File: src/rtl/pipeline_pkg.sv
// Shared widths, control-bit positions, FSM encoding and MEM/WB payload for the memory stage.
package pipeline_pkg;

  localparam int unsigned DATA_W = 32;
  localparam int unsigned REG_W  = 5;
  localparam int unsigned CTRL_W = 3;

  localparam int unsigned CTRL_REGWRITE = 2;
  localparam int unsigned CTRL_MEMTOREG = 1;
  localparam int unsigned CTRL_MEMWRITE = 0;

  typedef enum logic [1:0] {
    IDLE = 2'd0,
    BUSY = 2'd1,
    DONE = 2'd2
  } mem_state_e;

  typedef struct packed {
    logic              regwrite;
    logic [DATA_W-1:0] result;
    logic [REG_W-1:0]  writereg;
  } memwb_t;

  function automatic logic is_word_aligned(input logic [DATA_W-1:0] addr);
    return addr[1:0] == 2'b00;
  endfunction

endpackage

File: src/rtl/memory_stage_if.sv
// Data-memory req/ack bus between the MEM stage (master) and the memory (slave).
interface memory_stage_if;

  logic                             dmem_req;
  logic                             dmem_we;
  logic [pipeline_pkg::DATA_W-1:0]  dmem_addr;
  logic [pipeline_pkg::DATA_W-1:0]  dmem_wdata;
  logic                             dmem_ack;
  logic [pipeline_pkg::DATA_W-1:0]  dmem_rdata;

  modport master (
    output dmem_req, dmem_we, dmem_addr, dmem_wdata,
    input  dmem_ack, dmem_rdata
  );

  modport slave (
    input  dmem_req, dmem_we, dmem_addr, dmem_wdata,
    output dmem_ack, dmem_rdata
  );

endinterface

File: src/rtl/mem_wb_register.sv
// MEM/WB pipeline register; a bubble kills the write enable and holds the data fields.
module mem_wb_register
  import pipeline_pkg::*;
(
  input  logic   clk,
  input  logic   reset,
  input  logic   i_bubble,
  input  memwb_t i_d,
  output memwb_t o_q
);

  always_ff @(posedge clk) begin
    if (reset) begin
      o_q <= '0;
    end else if (i_bubble) begin
      o_q.regwrite <= 1'b0;
    end else begin
      o_q <= i_d;
    end
  end

endmodule

File: src/rtl/memory_stage.sv
// MEM stage: runs the req/ack data-memory access, stalls upstream while it is outstanding
// and feeds the MEM/WB register.
module memory_stage
  import pipeline_pkg::*;
#(
  parameter int unsigned TIMEOUT_CYCLES = 16
) (
  input  logic              clk,
  input  logic              reset,
  input  logic [CTRL_W-1:0] ctrls_m,
  input  logic [DATA_W-1:0] aluout_m,
  input  logic [DATA_W-1:0] writedata_m,
  input  logic [REG_W-1:0]  writereg_m,
  memory_stage_if.master    dmem,
  output logic              stall_m,
  output logic              regwrite_w,
  output logic [DATA_W-1:0] result_w,
  output logic [REG_W-1:0]  writereg_w,
  output logic              mem_err
);

  localparam int unsigned   CNT_W    = $clog2(TIMEOUT_CYCLES + 1);
  localparam logic [CNT_W-1:0] CNT_LAST = CNT_W'(TIMEOUT_CYCLES - 1);

  mem_state_e        r_state;
  mem_state_e        w_state_nxt;
  logic              w_access;
  logic              w_is_store;
  logic              w_start;
  logic              w_misalign;
  logic              w_ack_done;
  logic              w_timeout;

  logic              r_req;
  logic              r_we;
  logic [DATA_W-1:0] r_addr;
  logic [DATA_W-1:0] r_wdata;
  logic [DATA_W-1:0] r_rdata;
  logic [CNT_W-1:0]  r_cnt;
  logic              r_err_cur;
  logic              r_mem_err;

  memwb_t            w_memwb_d;
  memwb_t            w_memwb_q;

  assign w_access   = ctrls_m[CTRL_MEMTOREG] | ctrls_m[CTRL_MEMWRITE];
  assign w_is_store = ctrls_m[CTRL_MEMWRITE];

  always_ff @(posedge clk) begin
    if (reset) r_state <= IDLE;
    else       r_state <= w_state_nxt;
  end

  always_comb begin
    w_state_nxt = r_state;
    w_start     = 1'b0;
    w_misalign  = 1'b0;
    w_ack_done  = 1'b0;
    w_timeout   = 1'b0;
    case (r_state)
      IDLE: begin
        if (w_access) begin
          if (is_word_aligned(aluout_m)) begin
            w_state_nxt = BUSY;
            w_start     = 1'b1;
          end else begin
            w_state_nxt = DONE;
            w_misalign  = 1'b1;
          end
        end
      end
      BUSY: begin
        // An ack on the final wait cycle still completes normally.
        if (dmem.dmem_ack) begin
          w_state_nxt = DONE;
          w_ack_done  = 1'b1;
        end else if (r_cnt == CNT_LAST) begin
          w_state_nxt = DONE;
          w_timeout   = 1'b1;
        end
      end
      DONE:    w_state_nxt = IDLE;
      default: w_state_nxt = IDLE;
    endcase
  end

  // Bus latches, wait counter, load-data latch and error flags.
  always_ff @(posedge clk) begin
    if (reset) begin
      r_req     <= 1'b0;
      r_we      <= 1'b0;
      r_addr    <= '0;
      r_wdata   <= '0;
      r_rdata   <= '0;
      r_cnt     <= '0;
      r_err_cur <= 1'b0;
      r_mem_err <= 1'b0;
    end else begin
      r_req <= (w_state_nxt == BUSY);
      if (w_start) begin
        r_addr  <= aluout_m;
        r_wdata <= writedata_m;
        r_we    <= w_is_store;
        r_cnt   <= '0;
      end else if (r_state == BUSY) begin
        r_cnt <= r_cnt + CNT_W'(1);
      end
      if (w_ack_done) begin
        r_rdata <= dmem.dmem_rdata;
      end else if (w_timeout || w_misalign) begin
        r_rdata <= '0;
      end
      if (w_timeout || w_misalign) begin
        r_err_cur <= 1'b1;
        r_mem_err <= 1'b1;
      end else if (r_state == DONE) begin
        r_err_cur <= 1'b0;
      end
    end
  end

  assign stall_m = w_access & (r_state != DONE);

  always_comb begin
    w_memwb_d          = '0;
    w_memwb_d.regwrite = ctrls_m[CTRL_REGWRITE] & ~w_is_store & ~r_err_cur;
    w_memwb_d.result   = (ctrls_m[CTRL_MEMTOREG] & ~w_is_store) ? r_rdata : aluout_m;
    w_memwb_d.writereg = writereg_m;
  end

  mem_wb_register u_mem_wb (
    .clk      (clk),
    .reset    (reset),
    .i_bubble (stall_m),
    .i_d      (w_memwb_d),
    .o_q      (w_memwb_q)
  );

  assign dmem.dmem_req   = r_req;
  assign dmem.dmem_we    = r_we;
  assign dmem.dmem_addr  = r_addr;
  assign dmem.dmem_wdata = r_wdata;

  assign regwrite_w = w_memwb_q.regwrite;
  assign result_w   = w_memwb_q.result;
  assign writereg_w = w_memwb_q.writereg;
  assign mem_err    = r_mem_err;

endmodule

File: src/flat_wrapper.sv
// flat-port wrapper written by rule: the top's interface ports become plain ports
module memory_stage_flat import pipeline_pkg::*;
#(
  parameter int unsigned TIMEOUT_CYCLES = 16
)
  (clk, reset, ctrls_m, aluout_m, writedata_m, writereg_m, stall_m, regwrite_w, result_w, writereg_w, mem_err, dmem_dmem_req, dmem_dmem_we, dmem_dmem_addr, dmem_dmem_wdata, dmem_dmem_ack, dmem_dmem_rdata);
  memory_stage_if dmem_i ();
  input  logic clk;
  input  logic reset;
  input  logic [CTRL_W-1:0] ctrls_m;
  input  logic [DATA_W-1:0] aluout_m;
  input  logic [DATA_W-1:0] writedata_m;
  input  logic [REG_W-1:0] writereg_m;
  output logic stall_m;
  output logic regwrite_w;
  output logic [DATA_W-1:0] result_w;
  output logic [REG_W-1:0] writereg_w;
  output logic mem_err;
  output wire logic [$bits(dmem_i.dmem_req)-1:0] dmem_dmem_req;
  output wire logic [$bits(dmem_i.dmem_we)-1:0] dmem_dmem_we;
  output wire logic [$bits(dmem_i.dmem_addr)-1:0] dmem_dmem_addr;
  output wire logic [$bits(dmem_i.dmem_wdata)-1:0] dmem_dmem_wdata;
  input wire logic [$bits(dmem_i.dmem_ack)-1:0] dmem_dmem_ack;
  input wire logic [$bits(dmem_i.dmem_rdata)-1:0] dmem_dmem_rdata;
  assign dmem_dmem_req = dmem_i.dmem_req;
  assign dmem_dmem_we = dmem_i.dmem_we;
  assign dmem_dmem_addr = dmem_i.dmem_addr;
  assign dmem_dmem_wdata = dmem_i.dmem_wdata;
  assign dmem_i.dmem_ack = dmem_dmem_ack;
  assign dmem_i.dmem_rdata = dmem_dmem_rdata;
  memory_stage #(.TIMEOUT_CYCLES(TIMEOUT_CYCLES)) u_core (.clk(clk), .reset(reset), .ctrls_m(ctrls_m), .aluout_m(aluout_m), .writedata_m(writedata_m), .writereg_m(writereg_m), .dmem(dmem_i), .stall_m(stall_m), .regwrite_w(regwrite_w), .result_w(result_w), .writereg_w(writereg_w), .mem_err(mem_err));
endmodule
File: config.mk
export PLATFORM = sky130hd
export DESIGN_NAME = memory_stage_flat
export DESIGN_NICKNAME = d
export VERILOG_FILES = /design/src/rtl/pipeline_pkg.sv /design/src/rtl/memory_stage_if.sv /design/src/rtl/mem_wb_register.sv /design/src/rtl/memory_stage.sv /design/src/flat_wrapper.sv
export SDC_FILE = /design/constraint.sdc
export NUM_CORES = 1
export LEC_CHECK = 0
export CAP_MARGIN = 20
export CORE_UTILIZATION = 30
export CTS_CLUSTER_SIZE = 25
export DETAILED_ROUTE_END_ITERATION = 8
export GPL_TIMING_DRIVEN = 1
export PLACE_DENSITY = 0.66
export SYNTH_ARGS = -nofsm -noshare
export SYNTH_HDL_FRONTEND = slang
export SYNTH_SLANG_ARGS = --single-unit
File: constraint.sdc
create_clock -name clk -period 2.09 [get_ports clk]
set_input_delay 0.3135 -clock clk [delete_from_list [all_inputs] [get_ports clk]]
set_output_delay 0.3135 -clock clk [all_outputs]
set_load 0.005 [all_outputs]
# Word-level counts from Yosys, hierarchy flattened
# Cells that the tools add are included.
# totals
out_inout_bits	106
wordCells	53
input_bits	107
regBits	145
# op_classes
n_reduce_logical	7
n_eq_ne	5
mux	21
bitwise_logic	7
add_sub_neg	1
# ops
op	n
$mux W32	3
$mux W1	13
$mux W2	4
$add A5 B1 Y5 const B	1
$eq A5 B4 Y1 const B	1
$and A1 B1 Y1	4
$eq A2 B1 Y1 const B	2
$logic_not A2 Y1	2
$pmux W2 S2	1
$reduce_bool A2 Y1	2
$reduce_or A2 Y1	2
$eq A2 B2 Y1 const B	1
$ne A2 B2 Y1 const B	1
$not A1 Y1	2
$logic_or A1 B1 Y1	1
$or A1 B1 Y1	1

# Logic depth before layout (Yosys ltp)
# Gate-level depths: netlist of run 1.
# logic_depth
depth_word	7
ltp_mapped	7
mapped_depth_nobuf	6

# Hierarchy
# A second synthesis of run 1 with hierarchy kept.
# unflattened
cells_unflattened	628
area_unflattened_um2	6252.2
# by_module_without_submodules
module	cells_per_inst	n_inst	area_each_um2	seq_area_each_um2
memory_stage	507	1	4908.5	2142.1
mem_wb_register	121	1	1343.8	760.7

# Least setup slack after synthesis of run 1
# Ideal clock, no wire load.
# synth_timing
path_kind	register -> register
startpoint	register u_core.r_cnt[0]
endpoint	register u_core.r_rdata[10]
t_required_ns	2.016
setup_time_ns	0.074
slack_ns	0.494
n_path_buf	1
arrival_ns	1.522
period_less_slack_ns	1.596
stages_incl_launch_ff	8
cell_sequence	dfxtp_1 ha_1 and3_1 ha_1 nor2_1 o32ai_4 buf_4 o21ai_0
# synth_between
elab_chain_cells	6
# synth_lines
item	line_no	text
start: declaration	memory_stage.sv:39	logic [CNT_W-1:0] r_cnt;
start signal: assignment	memory_stage.sv:106	r_cnt <= r_cnt + CNT_W'(1);
$eq A5 B4 Y1	memory_stage.sv:77	end else if (r_cnt == CNT_LAST) begin
$mux W1	memory_stage.sv:77	
$mux W1	memory_stage.sv:74	if (dmem.dmem_ack) begin
$mux W1	memory_stage.sv:60	case (r_state)
$logic_or A1 B1 Y1	memory_stage.sv:110	end else if (w_timeout || w_misalign) begin
$reduce_bool A2 Y1 (no line)	--	
end signal: assignment	memory_stage.sv:109	r_rdata <= dmem.dmem_rdata;
end: declaration	memory_stage.sv:38	logic [DATA_W-1:0] r_rdata;
# No other way between the ends.
# A chain may end at the register's enable or synchronous reset.

# Final worst setup path of run 1
# layout_timing
startpoint	register u_core.r_state[0]
endpoint	output port stall_m
# layout_between
elab_chain_cells	2
# layout_lines
item	line_no	text
start: declaration	memory_stage.sv:25	mem_state_e r_state;
start signal: assignment	memory_stage.sv:51	else r_state <= w_state_nxt;
$ne A2 B2 Y1	memory_stage.sv:122	assign stall_m = w_access & (r_state != DONE);
$and A1 B1 Y1	memory_stage.sv:122	
end: declaration	flat_wrapper.sv:14	output logic stall_m;
# No other way between the ends.

==> results of run 1 <==
[registers in the layout, summed over array words and instances (netlist names)]
signal / cells
u_core.r_rdata: 32
u_core.r_state: 2
u_core.r_cnt: 5
u_core.mem_err: 1
u_core.dmem.dmem_wdata: 32
u_core.u_mem_wb.o_q: 38
u_core.dmem.dmem_we: 1
u_core.r_err_cur: 1
u_core.dmem.dmem_req: 1
u_core.dmem.dmem_addr: 32
[worst max-delay path by stage]
stage                     slack, ps                         to               from  depth (start not counted)
final                            90                    stall_m  u_core.r_state[0]                          4
after global routing              4                    stall_m  u_core.r_state[0]                          4
after CTS                        70                    stall_m  u_core.r_state[0]                          4
after detailed placement        140  u_core.dmem.dmem_wdata[1]        aluout_m[1]                          5
after global placement          140            u_core.r_cnt[4]         ctrls_m[0]                          6
after floorplan                 490         u_core.r_rdata[10]    u_core.r_cnt[0]                          7
[worst max-delay path, delay by kind of cell (launching register included)]
kind	cells	cell delay, ps
buffers and inverters	2	570
flip-flops	1	440
AND/OR/NAND/NOR	2	270
[placed cells by master, fill, tap and decap left out, drive strengths merged, types with 3 or more instances in the layout]
cell           count
nor3              36
a311oi            32
clkinv             7
nand4             62
nor2b              4
clkbuf            20
nand2             99
buf               31
clkdlybuf4s50    211
nand2b            36
inv                6
dfxtp            145
o31ai             63
nor2               5
or2                3
nand3              9
o21ai             38
a21oi             70
[cell usage after synthesis (9+ instances only)]
master	n
a21oi_1	70
o21ai_0	26
a311oi_1	32
buf_4	12
nand2b_1	36
clkbuf_1	17
o21ai_1	12
buf_2	51
nand4_1	62
nor3_1	35
dfxtp_1	145
nand3_1	9
nand2_1	98
o31ai_1	63
[cell type report]
class                      count  share of cell area, %
sequential                   145                  32.09
antenna                        1                0.02765
clock buffer                  20                  4.936
clock inverter                12                  1.466
tap                          265                  3.664
inverter                       3                 0.1244
multi-input combinational    475                  30.82
timing repair buffer         242                  26.88
[stage by stage]
step,setup slack [ps],std cells,area [µm²],utilization [%],power (mW)
2_1_floorplan,494.1,707,6125,-,3.587
3_3_place_gp,136.4,1130,8467,42.94,4.252
3_5_place_dp,136.5,1130,8467,42.94,4.263
4_1_cts,73.31,1162,9047,45.88,7.288
5_1_grt,3.998,1163,9050,45.90,7.527
6_report,87.44,1163,9050,45.90,7.220
[routing by layer]
layer  global-route usage, %  share of wire, %
met5                       0                 0
met2                   32.29                46
met1                   26.48                45
met4                   5.873               1.7
met3                   6.022               7.4
[where the power goes]
| part | switching (mW) | internal (mW) | leakage, nW |
|---|---|---|---|
| registers | 0.0862 | 2.91 | 1.18 |
| clock network | 1.23 | 1.80 | 0.289 |
| logic | 0.598 | 0.606 | 1.60 |
[cells by family (layout without fill, tap and decap cells)]
family,after synthesis,after routing
flip-flops,145,145
other,0,1
buffers and inverters,87,277
AND/OR/NAND/NOR,262,262
multiplexers,1,1
XOR/XNOR,2,2
adder cells (fa/ha/maj),2,2
AO/OA/AOI/OAI,208,208
[timing repair]
| item | CTS | global route |
|---|---|---|
| setup buffers | 0 | 0 |
| hold endpoints to repair | 0 | 0 |
| resized for setup | 1 | 0 |
| endpoints found under the setup margin | 1 | 0 |
==> qor.csv, run 1 <==
stage,metric,value,unit
yosys,synth.area.mux_share,0.1634,%
min_path,hold_class,input port to register,
place,port_buffers,212,
min_path,hold_start,reset,
cts,clock-sinks,145,
worst_setup_path,crit_arrival,1690,ps
grt,antenna_found_initial,1,
yosys,syn_area_per_cell,8.663,µm²
yosys,synth_warnings,0,
worst_setup_path,rr_startpoint,u_core.r_cnt[0],
sta,fin_skew,9.188,ps
grt,grt_pass1_wl,32570,µm
grt,first_global_vias,5961,
drt,first_iter_violations,341,
worst_setup_path,worst-r2r-setup-slack,290,ps
worst_setup_path,critPathLaunchType,register,
floorplan,die_area,0.02099,mm²
sta,report.final.setup_viol,0,
yosys,syn-num-nets,816,
floorplan,start_util,31.06,%
drt,wl,21110,µm
worst_setup_path,slowest_stage,clkdlybuf4s50_1,
cts,clockBufferDepth,2,
cells_and_area,multi_input_area,0.002789,mm²
yosys,synth_cell_type_count,37,
grt,grt_usage,20.32,%
sta,hold_slack,108.3,ps
floorplan,core.rowCount,51,
drt,via_per_inst,5.268,
cts,cts.clk_slew.worst_paths,60,ps
drt,first_pass_iters,5,
power_and_ir_drop,ir_worst_vdd,0.5737,mV
sta,period_minus_slack,2003,ps
yosys,synth_edf_count,0,
yosys,synthCells,707,
yosys,synth_compound_area_share,22.15,%
sta,slew_violations,0,
yosys,yosysTopAreaCell,dfxtp_1,
yosys,ys_seq_elements,145,
drt,drc,0,
worst_setup_path,worstPathRequired,1780,ps
cells_and_area,fin_nets,993,
min_path,hold_depth,2,
cells_and_area,fill_cells,1918,
sta,fmax,499.4,MHz
yosys,yosysSeqAreaShare,47.40,%
drt,routedWlPerCell,18.15,µm
sta,fin_setup_tns,0,ps
place,gp_congestion,0.8198,
power_and_ir_drop,leakagePower,3.070,nW
yosys,synth-xor-area-share,0.2860,%
floorplan,coreArea,0.01972,mm²
worst_setup_path,max_stage_delay,500,ps
power_and_ir_drop,power.density,797.8,mW/mm²
cts,postCtsHoldBufs,0,
outcome,status,"complete, no violations",
cts,cts_buffers,17,
sta,timing.final.hold_violations,0,
yosys,ys_async_sr_fraction,0,%
place,place_hpwl,14080,µm
yosys,yosys.area_share.simple,22.12,%
cts,cts_max_level,4,
floorplan,dieWidth,144.9,µm
worst_setup_path,r2r_cells,7,
drt,ant_nets,0,
cts,clock_latency,420,ps
yosys,synth_top_family_by_area,compound AO/OA/AOI/OAI gates,
cells_and_area,area_delta_synth_final,47.76,%
worst_setup_path,rr_endpoint,u_core.r_rdata[12],
yosys,synth_top_area_share,47.40,%
cts,clockRootBuffer,clkbuf_16,
sta,relSlewSlack,60.79,%
worst_setup_path,crit_fanout,8,
cells_and_area,drive_gt1_share,8.361,%
min_path,whs_endpoint,u_core.dmem.dmem_addr[3],
yosys,synth_flop_cell,dfxtp_1,
yosys,synth_area,0.006125,mm²
sta,rsz0062_at_grt,no,
yosys,synth_area_leaders,"dfxtp_1 (47%), o31ai_1 (7.7%), nand4_1 (6.3%)",
job,drv_cap,0,
grt,grt_max_degree,70,
cells_and_area,ff_latch_area,0.002904,mm²
yosys,synth-adder-area-share,0.4086,%
grt,grt-ovfl-total,0,
floorplan,num_io_pins,213,
floorplan,die_y,144.9,µm
drt,vias,6127,
sta,fin_crit_sh,95.82,%
worst_setup_path,crit_path_end_kind,output port,
worst_setup_path,path_class,register to output port,
cts,cts_tree,built,
sta,tightest_slew,588.2,ps
worst_setup_path,crit_chain,nand2b_1 -> nand2_2 -> inv_1 -> clkdlybuf4s50_1,
Power figures use the tool's default switching activity.
==> run 2: changes to the inputs <==
--- a/config.mk
+++ b/config.mk
@@ -5,12 +5,14 @@
 export SDC_FILE = /design/constraint.sdc
 export NUM_CORES = 1
 export LEC_CHECK = 0
-export CAP_MARGIN = 20
+export CAP_MARGIN = 5
 export CORE_UTILIZATION = 30
 export CTS_CLUSTER_SIZE = 25
 export DETAILED_ROUTE_END_ITERATION = 8
+export GPL_ROUTABILITY_DRIVEN = 0
 export GPL_TIMING_DRIVEN = 1
 export PLACE_DENSITY = 0.66
 export SYNTH_ARGS = -nofsm -noshare
 export SYNTH_HDL_FRONTEND = slang
+export SYNTH_HIERARCHICAL = 1
 export SYNTH_SLANG_ARGS = --single-unit
==> run 2 against run 1 <==
Compared with the run above:
- combinational power shrank 12%
- sequential share of layout area shrank 1.1 points
- total power is essentially flat
- clock power grew 6%
==> qor.csv, run 2 <==
stage,metric,value,unit,change
cells_and_area,largest_reg_flops,38,,unchanged
drt,first_pass_iters,4,,was 5
drt,wl,16240,µm,was 21110 µm
worst_setup_path,path_class,register to register,,was register to output port
floorplan,core.rowCount,52,,was 51
floorplan,die_area,0.02142,mm²,was 0.02099 mm²
min_path,hold_depth,2,,unchanged
power_and_ir_drop,leakagePower,3.469,nW,was 3.070 nW
cts,clockRootBuffer,clkbuf_16,,unchanged
cells_and_area,drive_gt1_share,10.53,%,was 8.361%
yosys,synth_top_area_share,46.43,%,was 47.40%
worst_setup_path,crit_arrival,2130,ps,was 1690 ps
sta,timing.final.hold_violations,0,,unchanged
drt,ant_nets,0,,unchanged
sta,fin_skew,6.863,ps,was 9.188 ps
worst_setup_path,crit_chain,inv_1 -> a21oi_4 -> buf_4 -> mux2i_1 -> nor2_1,,was nand2b_1 -> nand2_2 -> inv_1 -> clkdlybuf4s50_1
grt,antenna_found_initial,0,,was 1
power_and_ir_drop,power.density,771.3,mW/mm²,was 797.8 mW/mm²
grt,grt_pass1_wl,26180,µm,was 32570 µm
yosys,yosysSeqAreaShare,46.43,%,was 47.40%
worst_setup_path,rr_startpoint,u_core/r_state[0],,was u_core.r_cnt[0]
cells_and_area,multi_input_area,0.003110,mm²,was 0.002789 mm²
cts,cts_setup_buffers,0,,unchanged
cells_and_area,area_delta_synth_final,49.79,%,was 47.76%
worst_setup_path,crit_fanout,38,,was 8
worst_setup_path,startpoint,u_core/r_state[0],,was u_core.r_state[0]
yosys,synth_warnings,6,,was 0
floorplan,start_util,30.70,%,was 31.06%
floorplan,num_io_pins,213,,unchanged
yosys,ys_async_sr_fraction,0,%,unchanged
place,port_buffers,212,,unchanged
drt,first_iter_violations,173,,was 341
place,dp_slack,-17.62,ps,was 136.5 ps
worst_setup_path,slowest_stage,buf_4,,was clkdlybuf4s50_1
yosys,synth_top_family_by_area,simple AND/OR/NAND/NOR gates,,was compound AO/OA/AOI/OAI gates
min_path,hold_class,input port to register,,unchanged
sta,period_minus_slack,1829,ps,was 2003 ps
cells_and_area,final_common_cell,clkdlybuf4s50_1,,unchanged
drt,drc,0,,unchanged
grt,grt-ovfl-total,0,,unchanged
grt,first_global_vias,4925,,was 5961
floorplan,dieWidth,146.4,µm,was 144.9 µm
yosys,synth-adder-area-share,0.4002,%,was 0.4086%
drt,vias,4870,,was 6127
sta,hold_slack,366.5,ps,was 108.3 ps
job,drv_cap,0,,unchanged
yosys,synth_area,0.006252,mm²,was 0.006125 mm²
cts,cts.clk_slew.worst_paths,60,ps,about the same
sta,fmax,546.6,MHz,was 499.4 MHz
yosys,synth-xor-area-share,0.2802,%,was 0.2860%
worst_setup_path,crit_path_end_kind,register,,was output port
grt,grt_usage,15.52,%,was 20.32%
yosys,syn-num-nets,737,,was 816
yosys,synth_cell_type_count,39,,was 37
yosys,synth_area_leaders,"dfxtp_1 (46%), mux2i_1 (16%), nand2b_1 (16%)",,"was dfxtp_1 (47%), o31ai_1 (7.7%), nand4_1 (6.3%)"
cts,clock_latency,420,ps,about the same
cts,cts_tree,built,,unchanged
sta,rsz0062_at_grt,no,,unchanged
cells_and_area,ff_latch_area,0.002903,mm²,was 0.002904 mm²
yosys,synth_flop_cell,dfxtp_1,,unchanged
sta,setup_ws,260.6,ps,was 87.44 ps
cells_and_area,fin_nets,941,,was 993
worst_setup_path,max_stage_delay,620,ps,was 500 ps
cts,clockBufferDepth,2,,unchanged
worst_setup_path,critPathLaunchType,register,,unchanged
cells_and_area,regMostFlops,u_core/u_mem_wb/o_q,,was u_core.u_mem_wb.o_q
cts,cts_buffers,17,,unchanged
sta,relSlewSlack,48.82,%,was 60.79%
drt,via_per_inst,4.364,,was 5.268
yosys,synth_compound_area_share,4.062,%,was 22.15%
power_and_ir_drop,ir_worst_vdd,0.6508,mV,was 0.5737 mV
yosys,synth_edf_count,0,,unchanged
yosys,synth_commonest_cells,"nand2b_1 (157), dfxtp_1 (145), mux2i_1 (100), nor2_1 (40), nand2_1 (33)",,"was dfxtp_1 (145), nand2_1 (98), a21oi_1 (70), o31ai_1 (63), nand4_1 (62)"
sta,tightest_slew,767.8,ps,was 588.2 ps
sta,slew_violations,0,,unchanged
min_path,hold_start,reset,,unchanged
floorplan,die_y,146.4,µm,was 144.9 µm
worst_setup_path,worstPathRequired,2390,ps,was 1780 ps
yosys,synthCells,628,,was 707
grt,grt_max_degree,92,,was 70
cells_and_area,final_cell_mix,"clkdlybuf4s50_1 (210), nand2b_1 (157), dfxtp_1 (145)",,"was clkdlybuf4s50_1 (211), dfxtp_1 (144), nand2_1 (98)"
floorplan,coreArea,0.02036,mm²,was 0.01972 mm²
outcome,status,"complete, no violations",,unchanged
place,place_hpwl,10780,µm,was 14080 µm
cts,clock-sinks,145,,unchanged
worst_setup_path,r2r_cells,5,,was 7
yosys,synth_most_common_cell,nand2b_1,,was dfxtp_1
cts,cts_max_level,4,,unchanged
sta,fin_setup_tns,0,ps,unchanged
sta,report.final.setup_viol,0,,unchanged
drt,routedWlPerCell,14.55,µm,was 18.15 µm
yosys,yosys.area_share.simple,22.59,%,was 22.12%
yosys,syn_area_per_cell,9.956,µm²,was 8.663 µm²
yosys,yosysTopAreaCell,dfxtp_1,,unchanged
sta,fin_crit_sh,87.53,%,was 95.82%
yosys,synth.area.mux_share,21.77,%,was 0.1634%
cells_and_area,fill_cells,1947,,was 1918
yosys,ys_seq_elements,145,,unchanged
-- run 2: report_power, final --
part | switching (mW) | internal, mW
clock | 1.23 | 1.98
combinational | 0.404 | 0.645
sequential | 0.0698 | 2.89
total | 1.70 | 5.52
-- run 2: cell families after synthesis --
| family | Yosys count |
|---|---|
| buf+inv | 50 |
| mux | 132 |
| compound gates | 44 |
| xor+xnor | 2 |
| flops | 145 |
| simple gates | 253 |
| fa+ha+maj | 2 |
-- run 2: final timing paths --
path / end / slack (ps)
worst min-delay path: u_core/u_mem_wb/o_q[13] / 370
worst max-delay path: u_core/u_mem_wb/o_q[4] / 260
worst max register to register: u_core/u_mem_wb/o_q[4] / 260
worst min register to register: u_core/r_rdata[10] / 470
-- run 2: critical path, delay by kind of cell (launching register included) --
| family | cells | cell delay [ps] |
|---|---|---|
| and+or+nand+nor | 1 | 60 |
| AOI/OAI and AO/OA | 1 | 160 |
| DFF | 1 | 450 |
| buffers and inverters | 2 | 750 |
| muxes | 1 | 270 |
-- run 2: area by class of cell --
type	count	area share, %
multi-input cells	433	33.21
flip-flops and latches	145	31.00
repair buffers	231	25.34
clock buffers	21	5.023
well taps	270	3.607
clock inverters	11	1.630
inverters	4	0.1603
diodes	1	0.02672
-- run 2: per-stage QoR --
step / cells / area, µm² / power (mW) / utilization, %
2_1_floorplan: 628 / 6252 / 3.499 / -
3_3_place_gp: 1083 / 8741 / 4.073 / 42.92
3_5_place_dp: 1083 / 8741 / 4.077 / 42.92
4_1_cts: 1115 / 9363 / 7.333 / 45.98
5_1_grt: 1115 / 9363 / 7.542 / 45.98
6_report: 1116 / 9365 / 7.223 / 45.99
-- run 2: what timing repair did --
action                                  in CTS  in global routing
endpoints found under the setup margin       1                  0
hold buffers                                 0                  0
gates resized for setup                      1                  0
-- run 2: layer usage --
layer	GRT usage, %	up-vias	wire (µm)	part of all wire [%]
li1	-	2485	-	-
met1	20.09	2214	7637	47
met2	23.95	156	7123	44
met3	5.469	15	1244	7.7
met4	5.104	0	236	1.5
met5	0	-	0	0
==> run 3: changes to the inputs <==
--- a/config.mk
+++ b/config.mk
@@ -9,9 +9,11 @@
 export CORE_UTILIZATION = 30
 export CTS_CLUSTER_SIZE = 25
 export DETAILED_ROUTE_END_ITERATION = 8
+export DONT_BUFFER_PORTS = 1
 export GPL_ROUTABILITY_DRIVEN = 0
 export GPL_TIMING_DRIVEN = 1
-export PLACE_DENSITY = 0.66
+export PLACE_DENSITY = 0.53
+export SLEW_MARGIN = 20
 export SYNTH_ARGS = -nofsm -noshare
 export SYNTH_HDL_FRONTEND = slang
 export SYNTH_HIERARCHICAL = 1
==> run 3 against run 2 <==
Compared with the run above:
- via count down 13%
- largest power group unchanged
- flip-flop and latch count unchanged
- hold slack worse by 350 ps
- largest cell class unchanged
- combinational power down 46%
- final area down 22%
- critical path type unchanged
- total power down 7.7%
- wire length down 4.3%
==> qor.csv, run 3 (synthesized netlist as in run 2, its figures left out) <==
stage,metric,value,unit,change
cells_and_area,diodes,0,,was 1
cts,clockRootBuffer,clkbuf_16,,unchanged
min_path,whs_endpoint,u_core/r_rdata[5],,was u_core/u_mem_wb/o_q[13]
power_and_ir_drop,power.density,915.1,mW/mm²,was 771.3 mW/mm²
cts,clock_latency,420,ps,about the same
grt,grt_max_degree,160,,was 92
drt,wl,15540,µm,was 16240 µm
place,port_buffers,0,,was 212
cells_and_area,utilization,35.76,%,was 45.99%
grt,grt_usage,14.45,%,was 15.52%
sta,setup_ws,243.3,ps,was 260.6 ps
sta,timing.final.hold_violations,0,,unchanged
cells_and_area,fin_nets,738,,was 941
cts,cts_tree,built,,unchanged
sta,report.final.setup_viol,0,,unchanged
min_path,hold_depth,2,,unchanged
floorplan,start_util,30.70,%,unchanged
floorplan,dieWidth,146.4,µm,unchanged
cells_and_area,final_cell_mix,"nand2b_1 (157), dfxtp_1 (145), mux2i_1 (100)",,"was clkdlybuf4s50_1 (210), nand2b_1 (157), dfxtp_1 (145)"
drt,vias,4258,,was 4870
sta,fmax,541.5,MHz,was 546.6 MHz
sta,period_minus_slack,1847,ps,was 1829 ps
drt,drc,0,,unchanged
power_and_ir_drop,finalPower,6.665,mW,was 7.223 mW
worst_setup_path,crit_arrival,2190,ps,was 2130 ps
drt,first_pass_iters,4,,unchanged
place,place_hpwl,10020,µm,was 10780 µm
grt,grt_pass1_wl,24210,µm,was 26180 µm
worst_setup_path,worst-r2r-setup-slack,240,ps,was 260 ps
floorplan,core.rowCount,52,,unchanged
worst_setup_path,rr_startpoint,u_core/r_cnt[0],,was u_core/r_state[0]
cells_and_area,multi_input_area,0.003110,mm²,unchanged
place,place_area,0.006464,mm²,was 0.008741 mm²
cells_and_area,ff_latch_area,0.002903,mm²,unchanged
sta,rsz0062_at_grt,no,,unchanged
worst_setup_path,critPathLaunchType,register,,unchanged
worst_setup_path,crit_path_end_kind,register,,unchanged
drt,ant_nets,0,,unchanged
min_path,hold_start,dmem_dmem_rdata[5],,was reset
drt,via_per_inst,4.669,,was 4.364
cells_and_area,area_delta_synth_final,16.49,%,was 49.79%
floorplan,num_io_pins,213,,unchanged
grt,antenna_found_initial,0,,unchanged
cells_and_area,fin_area,0.007283,mm²,was 0.009365 mm²
grt,first_global_vias,4444,,was 4925
sta,hold_slack,18.76,ps,was 366.5 ps
sta,tightest_slew,623.5,ps,was 767.8 ps
outcome,status,"complete, no violations",,unchanged
cts,cts_setup_buffers,0,,unchanged
worst_setup_path,crit_fanout,22,,was 38
cells_and_area,fin_cells,912,,was 1116
worst_setup_path,worstPathRequired,2430,ps,was 2390 ps
cells_and_area,largest_reg_flops,38,,unchanged
worst_setup_path,path_class,register to register,,unchanged
worst_setup_path,rr_endpoint,u_core/r_rdata[5],,was u_core/u_mem_wb/o_q[4]
drt,routedWlPerCell,17.04,µm,was 14.55 µm
sta,fin_crit_sh,88.36,%,was 87.53%
worst_setup_path,r2r_cells,7,,was 5
floorplan,die_area,0.02142,mm²,unchanged
job,drv_cap,0,,unchanged
place,dp_cells,860,,was 1083
cts,cts_buffers,17,,unchanged
power_and_ir_drop,leakagePower,2.690,nW,was 3.469 nW
sta,slew_violations,0,,unchanged
cells_and_area,fill_cells,2037,,was 1947
place,dp_slack,234.4,ps,was -17.62 ps
cts,clock-sinks,145,,unchanged
sta,fin_skew,13.62,ps,was 6.863 ps
min_path,hold_class,input port to register,,unchanged
cts,cts.clk_slew.worst_paths,60,ps,about the same
cts,clockBufferDepth,2,,unchanged
sta,fin_setup_tns,0,ps,unchanged
cts,cts_max_level,4,,unchanged
floorplan,coreArea,0.02036,mm²,unchanged
floorplan,die_y,146.4,µm,unchanged
drt,first_iter_violations,103,,was 173
power_and_ir_drop,ir_worst_vdd,0.4563,mV,was 0.6508 mV
sta,relSlewSlack,58.43,%,was 48.82%
grt,grt-ovfl-total,0,,unchanged
cells_and_area,drive_gt1_share,12.31,%,was 10.53%
cells_and_area,regMostFlops,u_core/u_mem_wb/o_q,,unchanged
cells_and_area,final_common_cell,nand2b_1,,was clkdlybuf4s50_1
run 3: changes by cell type in the layout (fill, tap and decap cells not counted):
cell / change
clkdlybuf4s50_1: -210
dlygate4sd3_1: +19
buf_12: -6
buf_4: -6
inv_6: +3
buf_16: +1
bufinv_16: -1
clkbuf_1: -1
clkbuf_8: -1
diode_2: -1
dlygate4sd2_1: -1
run 3: final cells by class:
cell class                 count  area share, %
clock buffer                  19          6.219
clock inverter                13          2.044
inverter                       4         0.2062
multi-input combinational    433          42.71
sequential                   145          39.86
tap                          270          4.638
timing repair buffer          28          4.329
run 3: power breakdown:
part / total (mW) / internal [mW] / leakage, nW / switching, mW
Combinational: 0.565 / 0.300 / 1.22 / 0.265
Clock: 3.11 / 1.84 / 0.287 / 1.26
Sequential: 2.99 / 2.89 / 1.18 / 0.102
Total: 6.66 / 5.03 / 2.69 / 1.63
run 3: how the worst max path moves through the flow:
stage                     slack (ps)                  to       startpoint
final                            240   u_core/r_rdata[5]  u_core/r_cnt[0]
after CTS                        220   u_core/r_rdata[5]  u_core/r_cnt[0]
after global placement           300  u_core/r_rdata[13]  u_core/r_cnt[0]
after global routing             110   u_core/r_rdata[5]  u_core/r_cnt[0]
after detailed placement         230   u_core/r_rdata[2]  u_core/r_cnt[0]
after floorplan                  510   u_core/r_rdata[2]  u_core/r_cnt[0]
run 3: timing repair:
action / 4_1_cts / 5_1_grt
hold buffers: 20 / 0
gates resized for setup: 0 / 0
setup endpoints to repair: 0 / 0
hold endpoints to repair: 68 / 0
run 3: metal layers:
metal | vias up | part of all wire (%) | wire [µm] | GRT usage (%)
met3 | 12 | 7.2 | 1115 | 4.750
met4 | 0 | 1.1 | 172 | 5.156
met2 | 159 | 48 | 7381 | 24.07
li1 | 2079 | - | - | -
met5 | - | 0 | 0 | 0
met1 | 2008 | 44 | 6869 | 17.34
run 3: worst max-delay path, stage by stage, from the launching register on:
cell and delay, ps:
dfxtp_1 330, ha_1 210, and3_1 180, ha_1 190
nor2_1 230, o32ai_4 230, buf_12 220, o21ai_0 160
